--- config.mk ---
export PLATFORM = sky130hd
export DESIGN_NAME = debounce_array
export DESIGN_NICKNAME = d
export VERILOG_FILES = /design/src/rtl/debounce_pkg.sv /design/src/rtl/debounce_channel.sv /design/src/rtl/debounce_array.sv
export SDC_FILE = /design/constraint.sdc
export NUM_CORES = 1
export LEC_CHECK = 0
export BUFFER_PORTS_ARGS = -buffer_cell sky130_fd_sc_hd__buf_2
export CAP_MARGIN = 20
export CORE_MARGIN = 5
export CORE_UTILIZATION = 39
export CTS_BUF_LIST = sky130_fd_sc_hd__clkbuf_8
export CTS_CLUSTER_DIAMETER = 30
export DETAILED_ROUTE_END_ITERATION = 16
export SYNTH_ARGS = -nofsm -noshare
export SYNTH_HDL_FRONTEND = slang
export SYNTH_SLANG_ARGS = --single-unit
--- constraint.sdc ---
create_clock -name clk -period 4.8 [get_ports clk]
set_clock_uncertainty 0.2 [all_clocks]
set_input_delay 0.48 -clock clk [delete_from_list [all_inputs] [get_ports clk]]
set_output_delay 0.48 -clock clk [all_outputs]
set_load 0.02 [all_outputs]
--- src/rtl/debounce_pkg.sv ---
// Shared constants and helpers for the debounce array.
package debounce_pkg;

    localparam int DEB_LENGTH_DEFAULT        = 16;
    localparam int DEB_SYNC_DEFAULT          = 2;
    localparam int DEB_REPEAT_DELAY_DEFAULT  = 1 << 22;
    localparam int DEB_REPEAT_PERIOD_DEFAULT = 1 << 20;

    function automatic int clog2(input int value);
        int r;
        r = 0;
        for (int i = 0; i < 31; i++) begin
            if ((1 << r) < value) r++;
        end
        return r;
    endfunction

endpackage

--- src/rtl/debounce_channel.sv ---
// One debounce channel: synchroniser, stability counter, level and edge pulses.
// Auto-repeat hold logic is built only when DEBOUNCE_ARRAY_REPEAT_EN is defined.
module debounce_channel
    import debounce_pkg::*;
#(
    parameter int   LENGTH        = DEB_LENGTH_DEFAULT,
    parameter int   SYNC_STAGES   = DEB_SYNC_DEFAULT,
    parameter logic INIT_LEVEL    = 1'b0,
    parameter int   REPEAT_DELAY  = DEB_REPEAT_DELAY_DEFAULT,
    parameter int   REPEAT_PERIOD = DEB_REPEAT_PERIOD_DEFAULT
) (
    input  logic clk,
    input  logic rst_n,
    input  logic in,
    output logic out,
    output logic down,
    output logic up,
    output logic event_next
);

    logic [SYNC_STAGES-1:0] sync;
    logic [LENGTH-1:0]      count;
    logic                   s;
    logic                   idle;
    logic                   flip;
    logic                   rep;

    assign s          = sync[SYNC_STAGES-1];
    assign idle       = (out == s);
    assign flip       = !idle && (&count);
    assign event_next = flip | rep;

    always_ff @(posedge clk) begin
        if (!rst_n) begin
            sync  <= {SYNC_STAGES{INIT_LEVEL}};
            count <= '0;
            out   <= INIT_LEVEL;
            down  <= 1'b0;
            up    <= 1'b0;
        end else begin
            sync  <= {sync[SYNC_STAGES-2:0], in};
            count <= idle ? '0 : count + 1'b1;
            if (flip) out <= ~out;
            down  <= (flip & ~out) | rep;
            up    <= flip & out;
        end
    end

`ifdef DEBOUNCE_ARRAY_REPEAT_EN
    localparam int HW = clog2(REPEAT_DELAY + 1);

    logic [HW-1:0] hold;
    logic          held;

    assign held = out && idle;
    assign rep  = held && (hold == HW'(REPEAT_DELAY - 1));

    // After the first repeat, rewind so the next one lands a period later.
    always_ff @(posedge clk) begin
        if (!rst_n || !held) begin
            hold <= '0;
        end else if (rep) begin
            hold <= HW'(REPEAT_DELAY - REPEAT_PERIOD);
        end else begin
            hold <= hold + 1'b1;
        end
    end
`else
    logic unused_repeat;

    assign rep           = 1'b0;
    assign unused_repeat = ^{REPEAT_DELAY, REPEAT_PERIOD};
`endif

endmodule

--- src/rtl/debounce_array.sv ---
// N-channel debouncer: per-channel input inversion plus a shared event flag.
// Optional auto-repeat on held inputs via DEBOUNCE_ARRAY_REPEAT_EN.
module debounce_array
    import debounce_pkg::*;
#(
    parameter int                  CHANNELS      = 4,
    parameter int                  LENGTH        = DEB_LENGTH_DEFAULT,
    parameter int                  SYNC_STAGES   = DEB_SYNC_DEFAULT,
    parameter logic [CHANNELS-1:0] INVERT        = '0,
    parameter logic                INIT_LEVEL    = 1'b0,
    parameter int                  REPEAT_DELAY  = DEB_REPEAT_DELAY_DEFAULT,
    parameter int                  REPEAT_PERIOD = DEB_REPEAT_PERIOD_DEFAULT
) (
    input  logic                clk,
    input  logic                rst_n,
    input  logic [CHANNELS-1:0] in,
    output logic [CHANNELS-1:0] out,
    output logic [CHANNELS-1:0] down,
    output logic [CHANNELS-1:0] up,
    output logic                any_event
);

    logic [CHANNELS-1:0] ev_next;

    for (genvar i = 0; i < CHANNELS; i++) begin : g_ch
        debounce_channel #(
            .LENGTH        (LENGTH),
            .SYNC_STAGES   (SYNC_STAGES),
            .INIT_LEVEL    (INIT_LEVEL),
            .REPEAT_DELAY  (REPEAT_DELAY),
            .REPEAT_PERIOD (REPEAT_PERIOD)
        ) u_ch (
            .clk        (clk),
            .rst_n      (rst_n),
            .in         (in[i] ^ INVERT[i]),
            .out        (out[i]),
            .down       (down[i]),
            .up         (up[i]),
            .event_next (ev_next[i])
        );
    end

    // Registered from the same next-state terms so it lines up with the pulses.
    always_ff @(posedge clk) begin
        if (!rst_n) begin
            any_event <= 1'b0;
        end else begin
            any_event <= |ev_next;
        end
    end

endmodule

; Word-level counts from Yosys, hierarchy flattened
; Index checks and enable logic that the tools add are counted.
[word_totals]
register_bits = 85
wordCells = 59
[op_classes]
add_sub_neg = 4
n_eq_ne = 4
bitwise_logic = 13
reduce_logical = 17
[ops]
columns = op, count
row1 = "adder 16 x 1 -> 16 bit, second input constant", 4
row2 = AND reduction 16 bit, 4
row3 = bitwise AND 1 bit, 8
row4 = OR reduction 2 bit, 4
row5 = inverter 1 bit, 5
row6 = == test 1 bit, 4
row7 = logical AND 1 bit, 4
row8 = logical NOT 1 bit, 4
row9 = OR reduction 4 bit, 1

; Logic depth before layout (Yosys ltp)
; Gate-level depths: netlist of the first run.
[logic_depth]
ltp_word = 4
mapped_depth = 5
depth_no_buf = 5

; Hierarchy
; A second synthesis of the first run with hierarchy kept.
[hier_totals]
hier_cells = 366
area_unflattened_um2 = 3444.6
[modules_own_cells]
columns = module, n_inst, cells_per_inst, area_each_um2, seq_area_each_um2
row1 = debounce_channel, 4, 91, 853.3, 420.4
row2 = debounce_array, 1, 2, 31.3, 20.0

; Worst setup path before layout of the first run
; No wires, ideal clock.
[synth_path]
path_kind = reg2reg
startpoint = reg g_ch[3].u_ch.count[0]
endpoint = reg g_ch[3].u_ch.out
arrival_time_ps = 1688
t_required_ps = 4530
path_slack_ps = 2843
stages_incl_launch_ff = 6
n_path_buf = 0
cell_sequence = dfxtp_1 -> ha_1 -> nand4_2 -> or3_4 -> or4_1 -> a21oi_1
[synth_via]
elab_chain_len = 2
[synth_rtl]
columns = item, line
row1 = "start, declared", debounce_channel.sv:22  ; logic [LENGTH-1:0] count;
row2 = "start signal, assigned", debounce_channel.sv:42  ; count <= idle ? '0 : count + 1'b1;
row3 = AND reduction 16 bit, debounce_channel.sv:30  ; assign flip = !idle && (&count);
row4 = logical AND 1 bit, debounce_channel.sv:30
row5 = "end signal, assigned", debounce_channel.sv:43  ; if (flip) out <= ~out;
row6 = "end, declared", debounce_channel.sv:15  ; output logic out,
; Every way passes these cells.
; A chain may end at the register's enable or synchronous reset.

; Final worst setup path of the first run
; Ends and elaborated chain as after synthesis.

==> metrics.md, run 1 <==
| Metric | Value |
|---|---|
| Kind of critical path | flip-flop to flip-flop |
| VDD IR max | 0.142 mV |
| Worst Hold Depth | 2 |
| Vias in the first global route | 2,371 |
| Synth Cell Area | between 3000 and 4000 µm² |
| TritonCTS Buffers | 9 |
| Critical Path RT | between 4 and 5 ns |
| H-tree depth | 3 |
| Clock buffer depth | 2 |
| Final period util | 0.434 |
| F_max | 481 MHz |
| Synth Area per Inst | 9.04 µm² |
| Max_cap viols | 0 |
| Ys async rst share | 0 |
| Later-pin clock latency in the skew report | 0.35 ns |
| Final Power | approximately 1200 µW |
| Area growth syn-to-layout | 8.36% |
| Final worst slack | 2.72 ns |
| Clock sinks | 85 |
| Synth Instances | between 300 and 400 |
| Root Driver | clkbuf_8 |
| # port buffers | 18 |
| First-pass GRT wire length | 10,600 µm |
| YS warnings | 0 |
| Setup-failing EPs final | 0 |
| RePlAce Congestion | 0.759 |
| Average wire per standard cell | 12.1 µm |
| Pre-CTS setup slack | around 2.7 ns |
| Outcome | finished clean |
| PwrDens | roughly 310 nW/µm² |
| Initial antenna violation count | 0 |
| Layout cells sized above 1 | 0.0995 |
| DP Wirelength | 4270 µm |
| Sequential area share after synthesis | 0.488 |
| Main synth FF type | dfxtp_1 |
| CTS tree | yes |
| Critical Path Fanout Max | 4 |
| Synth Register Bits | 85 |
| Inserted Diodes | 0 |
| Largest net degree at the start of global routing | 26 |
| Initial Util | 0.400 |
| Vias per inst | 4.99 |
| Worst setup SP type | flip-flop |
| HP Class | input port to flip-flop |
| Final-layout fill cell count | roughly 850 |
| HP Start | in[2] |
| Worst slew margin | 0.425 |
| Core area | between 8000 and 9000 µm² |
| EDFF count, synth | 0 |
| Io pins | 19 |
| Overall die width | 105 µm |
| Final Critical Period | 2.08 ns |
| Max incr delay on CP | a little over 0.5 ns |
| DIE AREA | 10,900 µm² |
| Top post-synthesis cells by count | 85 x dfxtp_1, 55 x nor2_1, 31 x xnor2_1, 24 x nand2_1, 18 x nand3_1 |
| Drt pass-1 iters | 4 |
| Overflow after GRT | 0 |
| CP max-delay cell | or4_1 |
| Synthesized Nets | 396 |
| Worst-path cell chain | ha_1 -> nand4_2 -> or3_4 -> or4_1 -> a21oi_1 |
| Leading cell type by number of instances after synthesis | dfxtp_1 |
| Pleak | between 0.001 and 0.0015 µW |
| Final hold viol count | 0 |
| Setup Buffers After CTS | 0 |
| Global Route Usage Sum | 0.116 |
| Slew at the pin closest to its max-slew limit | 0.855 ns |
| Post-CTS sizing | 0 |
| Cell Rows | 34 |
| CP arrival | 2.15 ns |
| RSZ-0062 raised after global routing | no |
| Reg2Reg Launch Point | g_ch[3].u_ch.count[0] |
| Die height | ~100 µm |
| Layout Nets | around 410 |
| Setup TNS | 0 ns |
| Min-Delay Endpoint | g_ch[2].u_ch.sync[0] |
| R2R setup slack | 2.72 ns |
| Path depth of the worst reg2reg path | 5 |
| Fin util | 0.433 |
| Post-synth top area cell | dfxtp_1 |
| Final antenna-violating net count | 0 |
| Yosys cell types | 33 |
| Starting DRT DRC Count | 95 |
| Worst hold slack | 0.133 ns |
| Pins Over Slew Limit | 0 |
| Detailed-route wire length | between 6000 and 7000 µm |
| Yosys top cell area share | 0.488 |
| DRC | 0 |
| Via Count | roughly 2,500 |
| Critical Path Sink Type | flip-flop |
| R2R Path End | g_ch[3].u_ch.out |
| Post-cts hold buffer count | 0 |
| Clock Pin Slew Worst Setup and Hold Paths | 0.08 ns |
| Synth top area cells | dfxtp_1 49%, xnor2_1 7.8%, nor2_1 5.9%, xor2_1 4.3%, nand4_1 2.9% |
critical path, delay by kind of cell, from the launching register on:
family | cells | cell delay, ns
AO/OA/AOI/OAI | 1 | 0.14
adder cells (fa/ha/maj) | 1 | 0.22
flip-flops | 1 | 0.36
AND/OR/NAND/NOR | 3 | 1.09
stage by stage:
step	area, µm²	std cells
2_1_floorplan	3490	386
3_3_place_gp	3600	494
3_5_place_dp	3600	494
4_1_cts	3780	510
5_1_grt	3780	510
6_report	3780	510
metal layers:
layer  up-vias  routed length (µm)  track usage
met5         -                   0            0
met4         0                 134       0.0658
met3        10                 219       0.0271
met2        36                2680        0.175
met1      1160                3130        0.152
li1       1340                   -            -
worst max path at each step:
stage,startpoint,endpoint,cells past startpoint
final,g_ch[3].u_ch.count[0],g_ch[3].u_ch.out,5
after global routing,g_ch[2].u_ch.count[2],g_ch[2].u_ch.count[13],4
after CTS,g_ch[3].u_ch.count[0],g_ch[3].u_ch.out,5
after global placement,g_ch[3].u_ch.count[0],g_ch[3].u_ch.out,5
after detailed placement,g_ch[3].u_ch.count[0],g_ch[3].u_ch.out,5
after floorplan,g_ch[3].u_ch.count[0],g_ch[3].u_ch.out,5
layout make-up:
| class | instances | area [µm²] | area share |
|---|---|---|---|
| inverter | 17 | 63.8 | 0.0169 |
| timing repair buffer | 18 | 90.1 | 0.0238 |
| clock buffer | 11 | 151 | 0.0401 |
| clock inverter | 5 | 27.5 | 0.00728 |
| multi-input combinational | 266 | 1610 | 0.426 |
| sequential | 85 | 1700 | 0.450 |
| tap | 108 | 135 | 0.0357 |
kinds of logic after synthesis:
logic type / share of synthesized area
xor+xnor: 0.121
mux: 0.00287
compound gates: 0.0534
flops: 0.488
simple gates: 0.270
fa+ha+maj: 0.0143
buf+inv: 0.0506
flip-flops by register name, indices dropped and copies added, names as in the netlist:
register	flops
g_ch.u_ch.sync	8
any_event	1
g_ch.u_ch.out	4
g_ch.u_ch.up	4
g_ch.u_ch.count	64
g_ch.u_ch.down	4
power breakdown:
group / total (µW) / internal (µW) / switching, µW
clock network: 457 / 212 / 245
registers: 710 / 709 / 1.91
logic: 15.2 / 4.75 / 10.4
total: 1180 / 925 / 257
cell usage in the layout, fill, tap and decap left out, types with 8 or more instances in the layout:
cell type	count
xor2_1	17
dfxtp_1	85
buf_2	18
clkbuf_8	11
nand3_1	18
inv_1	19
nand2_1	24
nor2_1	55
nand4_1	16
xnor2_1	31
nor3_1	11
and3_1	14
or3_1	8
a21oi_1	11
and2_1	9
nor4_1	13
(Power assumes the default switching activity.)
==> run 2: changes to the inputs <==
Clock period 4.8 ns to 2.1 ns, I/O delays scaled along.
==> metrics.md, run 2 (same netlist as run 1, synthesis figures left out) <==
| Metric | Value |
|---|---|
| Outcome | finished clean |
| R2R setup slack | 0.09 ns (-2.63 ns) |
| Most frequent cells in the layout | 84 x dfxtp_1, 55 x nor2_1, 31 x xnor2_1 |
| Largest regs | g_ch.u_ch.count x64, g_ch.u_ch.sync x8 |
| Initial antenna violation count | 0 (unchanged) |
| Core area | 8720 µm² (unchanged) |
| Area growth syn-to-layout | 12.6% |
| Clock share of power | 0.396 (+0.010) |
| Pins Over Slew Limit | 0 (unchanged) |
| Later-pin clock latency in the skew report | 0.35 ns (about the same) |
| Die height | 105 µm (unchanged) |
| Overflow after GRT | 0 (unchanged) |
| Global Route Usage Sum | 0.117 (+0.00132) |
| Final hold viol count | 0 (unchanged) |
| DIE AREA | 10,900 µm² (unchanged) |
| Average wire per standard cell | 11.8 µm (-2.4%) |
| Critical Path RT | 2.18 ns (-2.69 ns) |
| Final Critical Period | 2.01 ns (-0.0702 ns) |
| Biggest register | g_ch.u_ch.count |
| Layout cells sized above 1 | 0.132 (+0.0327) |
| RSZ-0062 raised after global routing | yes |
| Clock sinks | 85 (unchanged) |
| Cell area after placement | 3690 µm² (+2.5%) |
| CP max-delay cell | or4_1 |
| Cell Rows | 34 (unchanged) |
| NetSw | 562 µW (+120%) |
| H-tree depth | 3 (unchanged) |
| Multi-input gate area | 1620 µm² (+0.86%) |
| Vias per inst | 4.92 (-1.4%) |
| Worst setup SP type | flip-flop |
| First-pass GRT wire length | 10,600 µm (about the same) |
| DRC | 0 (unchanged) |
| Worst slew margin | 0.667 (+0.242) |
| TritonCTS Buffers | 9 (unchanged) |
| Vias in the first global route | 2,330 (-1.7%) |
| Detailed-route wire length | 6180 µm (+0.24%) |
| HP Class | input port to flip-flop |
| Via Count | 2,578 (+1.3%) |
| DP Wirelength | 4270 µm (+0.11%) |
| Critical Path Fanout Max | 4 (unchanged) |
| Layout Nets | 423 (+3.9%) |
| Kind of critical path | flip-flop to flip-flop |
| Int Pwr | 2200 µW (+140%) |
| Setup-failing EPs final | 0 (unchanged) |
| VDD IR max | 0.372 mV (+160%) |
| Io pins | 19 (unchanged) |
| Pleak | 0.00136 µW (+5.8%) |
| CTS tree | yes |
| Slew at the pin closest to its max-slew limit | 0.499 ns (-0.356 ns) |
| F_max | 497 MHz (+3.5%) |
| RePlAce Congestion | 0.724 (-4.6%) |
| Max_cap viols | 0 (unchanged) |
| Switching share of total power | 0.204 (-0.0139) |
| Overall die width | 105 µm (unchanged) |
| CP arrival | 2.09 ns (-0.06 ns) |
| Inserted Diodes | 0 (unchanged) |
| Most common cell after layout, fill and taps aside | dfxtp_1 |
| Sequential cell area | 1700 µm² (about the same) |
| Initial Util | 0.400 (unchanged) |
| Setup Buffers After CTS | 0 (unchanged) |
| Flop pwr share | 0.589 (-0.012) |
| Worst-path cell chain | ha_2 -> nand4_2 -> or3_4 -> or4_1 -> a21oi_2 |
| Clock buffer depth | 2 (unchanged) |
| Logic pwr share | 0.016 (+0.003) |
| PwrDens | 702 nW/µm² (+120%) |
| Drt pass-1 iters | 4 (unchanged) |
| Final period util | 0.957 (+0.524) |
| Max incr delay on CP | 0.53 ns (+0.02 ns) |
| Starting DRT DRC Count | 41 (-57%) |
| Setup TNS | 0 ns (unchanged) |
| Clock Pin Slew Worst Setup and Hold Paths | 0.08 ns (about the same) |
| Largest net degree at the start of global routing | 26 (unchanged) |
| Critical Path Sink Type | flip-flop |
| # port buffers | 18 (unchanged) |
| Root Driver | clkbuf_8 |
| Final-layout fill cell count | 833 (-1.9%) |
| Post-Layout Inst Area | 3930 µm² (+3.9%) |
| Final antenna-violating net count | 0 (unchanged) |
| Number of flip-flops in the largest register | 64 (unchanged) |
run 2: cell types whose count changed in the layout (fill, tap and decap cells not counted), sizes merged:
cell         change
buf             +12
dlygate4sd3      +4
clkinvlp         -2
bufinv           +1
clkbuf           -1
run 2: area by class of cell:
cell class / instances / area share
Sequential cell: 85 / 0.434
Multi-Input combinational cell: 266 / 0.414
Timing Repair Buffer: 34 / 0.0561
Clock buffer: 10 / 0.0351
Tap cell: 108 / 0.0344
Inverter: 17 / 0.0163
Clock inverter: 4 / 0.0108
run 2: layer usage:
| layer | up-vias | part of all wire | GRT usage |
|---|---|---|---|
| li1 | 1372 | - | - |
| met1 | 1171 | 0.51 | 0.155 |
| met2 | 25 | 0.44 | 0.176 |
| met3 | 10 | 0.032 | 0.0358 |
| met4 | 0 | 0.019 | 0.0548 |
| met5 | - | 0 | 0 |
run 2: power groups by stage:
stage / logic, µW / registers (µW) / clock network [µW]
after floorplan: 23.3 / 1660 / 0
after global placement: 36.8 / 1660 / 0
after detailed placement: 37.3 / 1660 / 0
after CTS: 43.2 / 1620 / 1140
after global routing: 49.2 / 1630 / 1210
final: 42.9 / 1620 / 1090
run 2: worst paths after layout:
| kind | from | endpoint | depth (start not counted) |
|---|---|---|---|
| setup / recovery | g_ch[3].u_ch.count[0] | g_ch[3].u_ch.out | 5 |
| hold / removal | rst_n | any_event | 2 |
| setup reg to reg | g_ch[3].u_ch.count[0] | g_ch[3].u_ch.out | 5 |
| hold reg to reg | g_ch[3].u_ch.count[0] | g_ch[3].u_ch.count[0] | 1 |
run 2: stage by stage:
stage,std cells,hold slack [ns],power (µW),utilization,setup WS (ns)
4_1_cts,524,0.0628,2800,0.448,0.0545
3_3_place_gp,506,0.217,1700,0.423,0.116
6_report,524,0.0755,2760,0.450,0.0893
5_1_grt,524,0.0895,2880,0.450,-0.0134
2_1_floorplan,386,0.137,1680,-,0.143
3_5_place_dp,506,0.218,1700,0.423,0.0743
run 2: repair_timing:
action / in CTS / in global routing
hold buffers: 4 / 0
setup endpoints to repair: 0 / 3
endpoints found under the hold margin: 4 / 0
resized for setup: 0 / 5
run 2: critical path, delay by kind of cell, from the launching register on:
kind | cells | cell delay, ns
fa+ha+maj | 1 | 0.20
simple gates | 3 | 1.06
compound gates | 1 | 0.14
flops | 1 | 0.35
==> run 3: changes to the inputs <==
Clock period 2.1 ns to 2.25 ns, I/O delays scaled along.
==> metrics.md, run 3 (same netlist as run 1, synthesis figures left out) <==
| Metric | Value |
|---|---|
| Outcome | finished clean |
| Pins Over Slew Limit | 0 (unchanged) |
| Root Driver | clkbuf_8 |
| Kind of critical path | flip-flop to flip-flop |
| Worst path bufs/invs | 0 (unchanged) |
| Later-pin clock latency in the skew report | 0.35 ns (about the same) |
| TritonCTS Buffers | 9 (unchanged) |
| Final worst slack | 0.191 ns (+0.102 ns) |
| Detailed-route wire length | 5930 µm (-4.1%) |
| Reg2Reg Launch Point | g_ch[3].u_ch.count[0] |
| Most frequent cells in the layout | 85 x dfxtp_1, 55 x nor2_1, 31 x xnor2_1 |
| DIE AREA | 10,900 µm² (unchanged) |
| Worst hold slack | 0.0966 ns (+0.0211 ns) |
| Final Critical Period | 2.06 ns (+0.0481 ns) |
| Via Count | 2,555 (-0.89%) |
| Overall die width | 105 µm (unchanged) |
| WL met1 | 2980 µm (-5.7%) |
| Setup TNS | 0 ns (unchanged) |
| Average wire per standard cell | 11.4 µm (-3.4%) |
| Drt pass-1 iters | 4 (unchanged) |
| Largest net degree at the start of global routing | 26 (unchanged) |
| CP max-delay cell | or4_1 |
| Area growth syn-to-layout | 10.3% |
| Routed met2 length | 2630 µm (-2.8%) |
| Cell family with most CP delay | simple AND/OR/NAND/NOR gates |
| Most common cell after layout, fill and taps aside | dfxtp_1 |
| Critical Path RT | 2.33 ns (+0.15 ns) |
| Final-layout fill cell count | 841 (+0.96%) |
| Cell Rows | 34 (unchanged) |
| Pleak | 0.00132 µW (-2.8%) |
| Slew at the pin closest to its max-slew limit | 0.668 ns (+0.170 ns) |
| Clock sinks | 85 (unchanged) |
| HP Class | input port to flip-flop |
| Largest regs | g_ch.u_ch.count x64, g_ch.u_ch.sync x8 |
| Number of flip-flops in the largest register | 64 (unchanged) |
| Layout cells sized above 1 | 0.107 (-0.0254) |
| Global Route Usage Sum | 0.113 (-0.00374) |
| Clock buffer depth | 2 (unchanged) |
| Starting DRT DRC Count | 60 (+46%) |
| Top Metal Used | met4 |
| Final period util | 0.915 (-0.0425) |
| Core area | 8720 µm² (unchanged) |
| Vias per inst | 4.91 (-0.13%) |
| Final antenna-violating net count | 0 (unchanged) |
| Met3 WL | 177 µm (-9.7%) |
| Inserted Diodes | 0 (unchanged) |
| CP arrival | 2.14 ns (+0.05 ns) |
| PwrDens | 638 nW/µm² (-9.1%) |
| Clock Pin Slew Worst Setup and Hold Paths | 0.08 ns (about the same) |
| Critical Path Sink Type | flip-flop |
| Vias in the first global route | 2,398 (+2.9%) |
| CTS tree | yes |
| Initial Util | 0.400 (unchanged) |
| HP Start | rst_n |
| Biggest register | g_ch.u_ch.count |
| Critical Path Fanout Max | 4 (unchanged) |
| Post-cts hold buffer count | 4 (unchanged) |
| Pre-CTS setup slack | 0.206 ns (+0.132 ns) |
| # port buffers | 18 (unchanged) |
| H-tree depth | 3 (unchanged) |
| Worst-path cell chain | ha_1 -> nand4_2 -> or3_4 -> or4_1 -> a21oi_1 |
| Worst setup SP type | flip-flop |
| VDD IR max | 0.396 mV (+6.5%) |
| Layout Nets | 417 (-1.4%) |
| Worst slew margin | 0.550 (-0.116) |
| Die height | 105 µm (unchanged) |
| Setup Buffers After CTS | 0 (unchanged) |
| F_max | 486 MHz (-2.3%) |
| Setup-failing EPs final | 0 (unchanged) |
| First-pass GRT wire length | 10,400 µm (-1.5%) |
| Overflow after GRT | 0 (unchanged) |
| RSZ-0062 raised after global routing | no |
| DRC | 0 (unchanged) |
| Io pins | 19 (unchanged) |
| Max_cap viols | 0 (unchanged) |
| R2R setup slack | 0.19 ns (+0.10 ns) |
| Final hold viol count | 0 (unchanged) |
| Max incr delay on CP | 0.50 ns (-0.03 ns) |
| Crit path launch | g_ch[3].u_ch.count[0] |
| DP Wirelength | 4240 µm (-0.70%) |
| Initial antenna violation count | 0 (unchanged) |
| RePlAce Congestion | 0.736 (+1.7%) |
| Post-CTS sizing | 0 (unchanged) |
run 3: cell types whose count changed in the layout (fill, tap and decap cells not counted), moves of 2 or more:
cell and delta:
ha_1 +2, clkinvlp_4 +3, ha_2 -2, inv_1 +2, buf_4 -6
run 3: where the power goes:
part	switching, µW	leakage [µW]	internal, µW
Clock	517	0.0000865	385
Combinational	22.7	0.000547	16.3
Sequential	3.90	0.000686	1510
run 3: final timing paths:
path / depth (start not counted) / to
setup / recovery: 5 / g_ch[3].u_ch.out
hold / removal: 2 / any_event
setup reg to reg: 5 / g_ch[3].u_ch.out
hold reg to reg: 1 / g_ch[3].u_ch.sync[1]
run 3: stage by stage:
stage	area, µm²	power, µW	util	cells
final	3850	2460	0.441	520
after global routing	3850	2570	0.441	520
after CTS	3850	2500	0.441	520
after detailed placement	3650	1590	0.418	500
after global placement	3650	1590	0.418	500
after floorplan	3490	1570	-	386
run 3: area by class of cell:
class,instances,area (µm²),share of cell area
Multi-Input combinational cell,266,1610,0.419
Tap cell,108,135,0.0351
Clock buffer,9,124,0.0322
Clock inverter,7,37.5,0.00976
Sequential cell,85,1700,0.442
Timing Repair Buffer,28,175,0.0455
Inverter,17,63.8,0.0166
run 3: per-layer routing:
| metal | track usage | vias to the layer above |
|---|---|---|
| met4 | 0.0603 | 0 |
| met5 | 0 | - |
| met1 | 0.149 | 1159 |
| met2 | 0.176 | 24 |
| li1 | - | 1362 |
| met3 | 0.0228 | 10 |
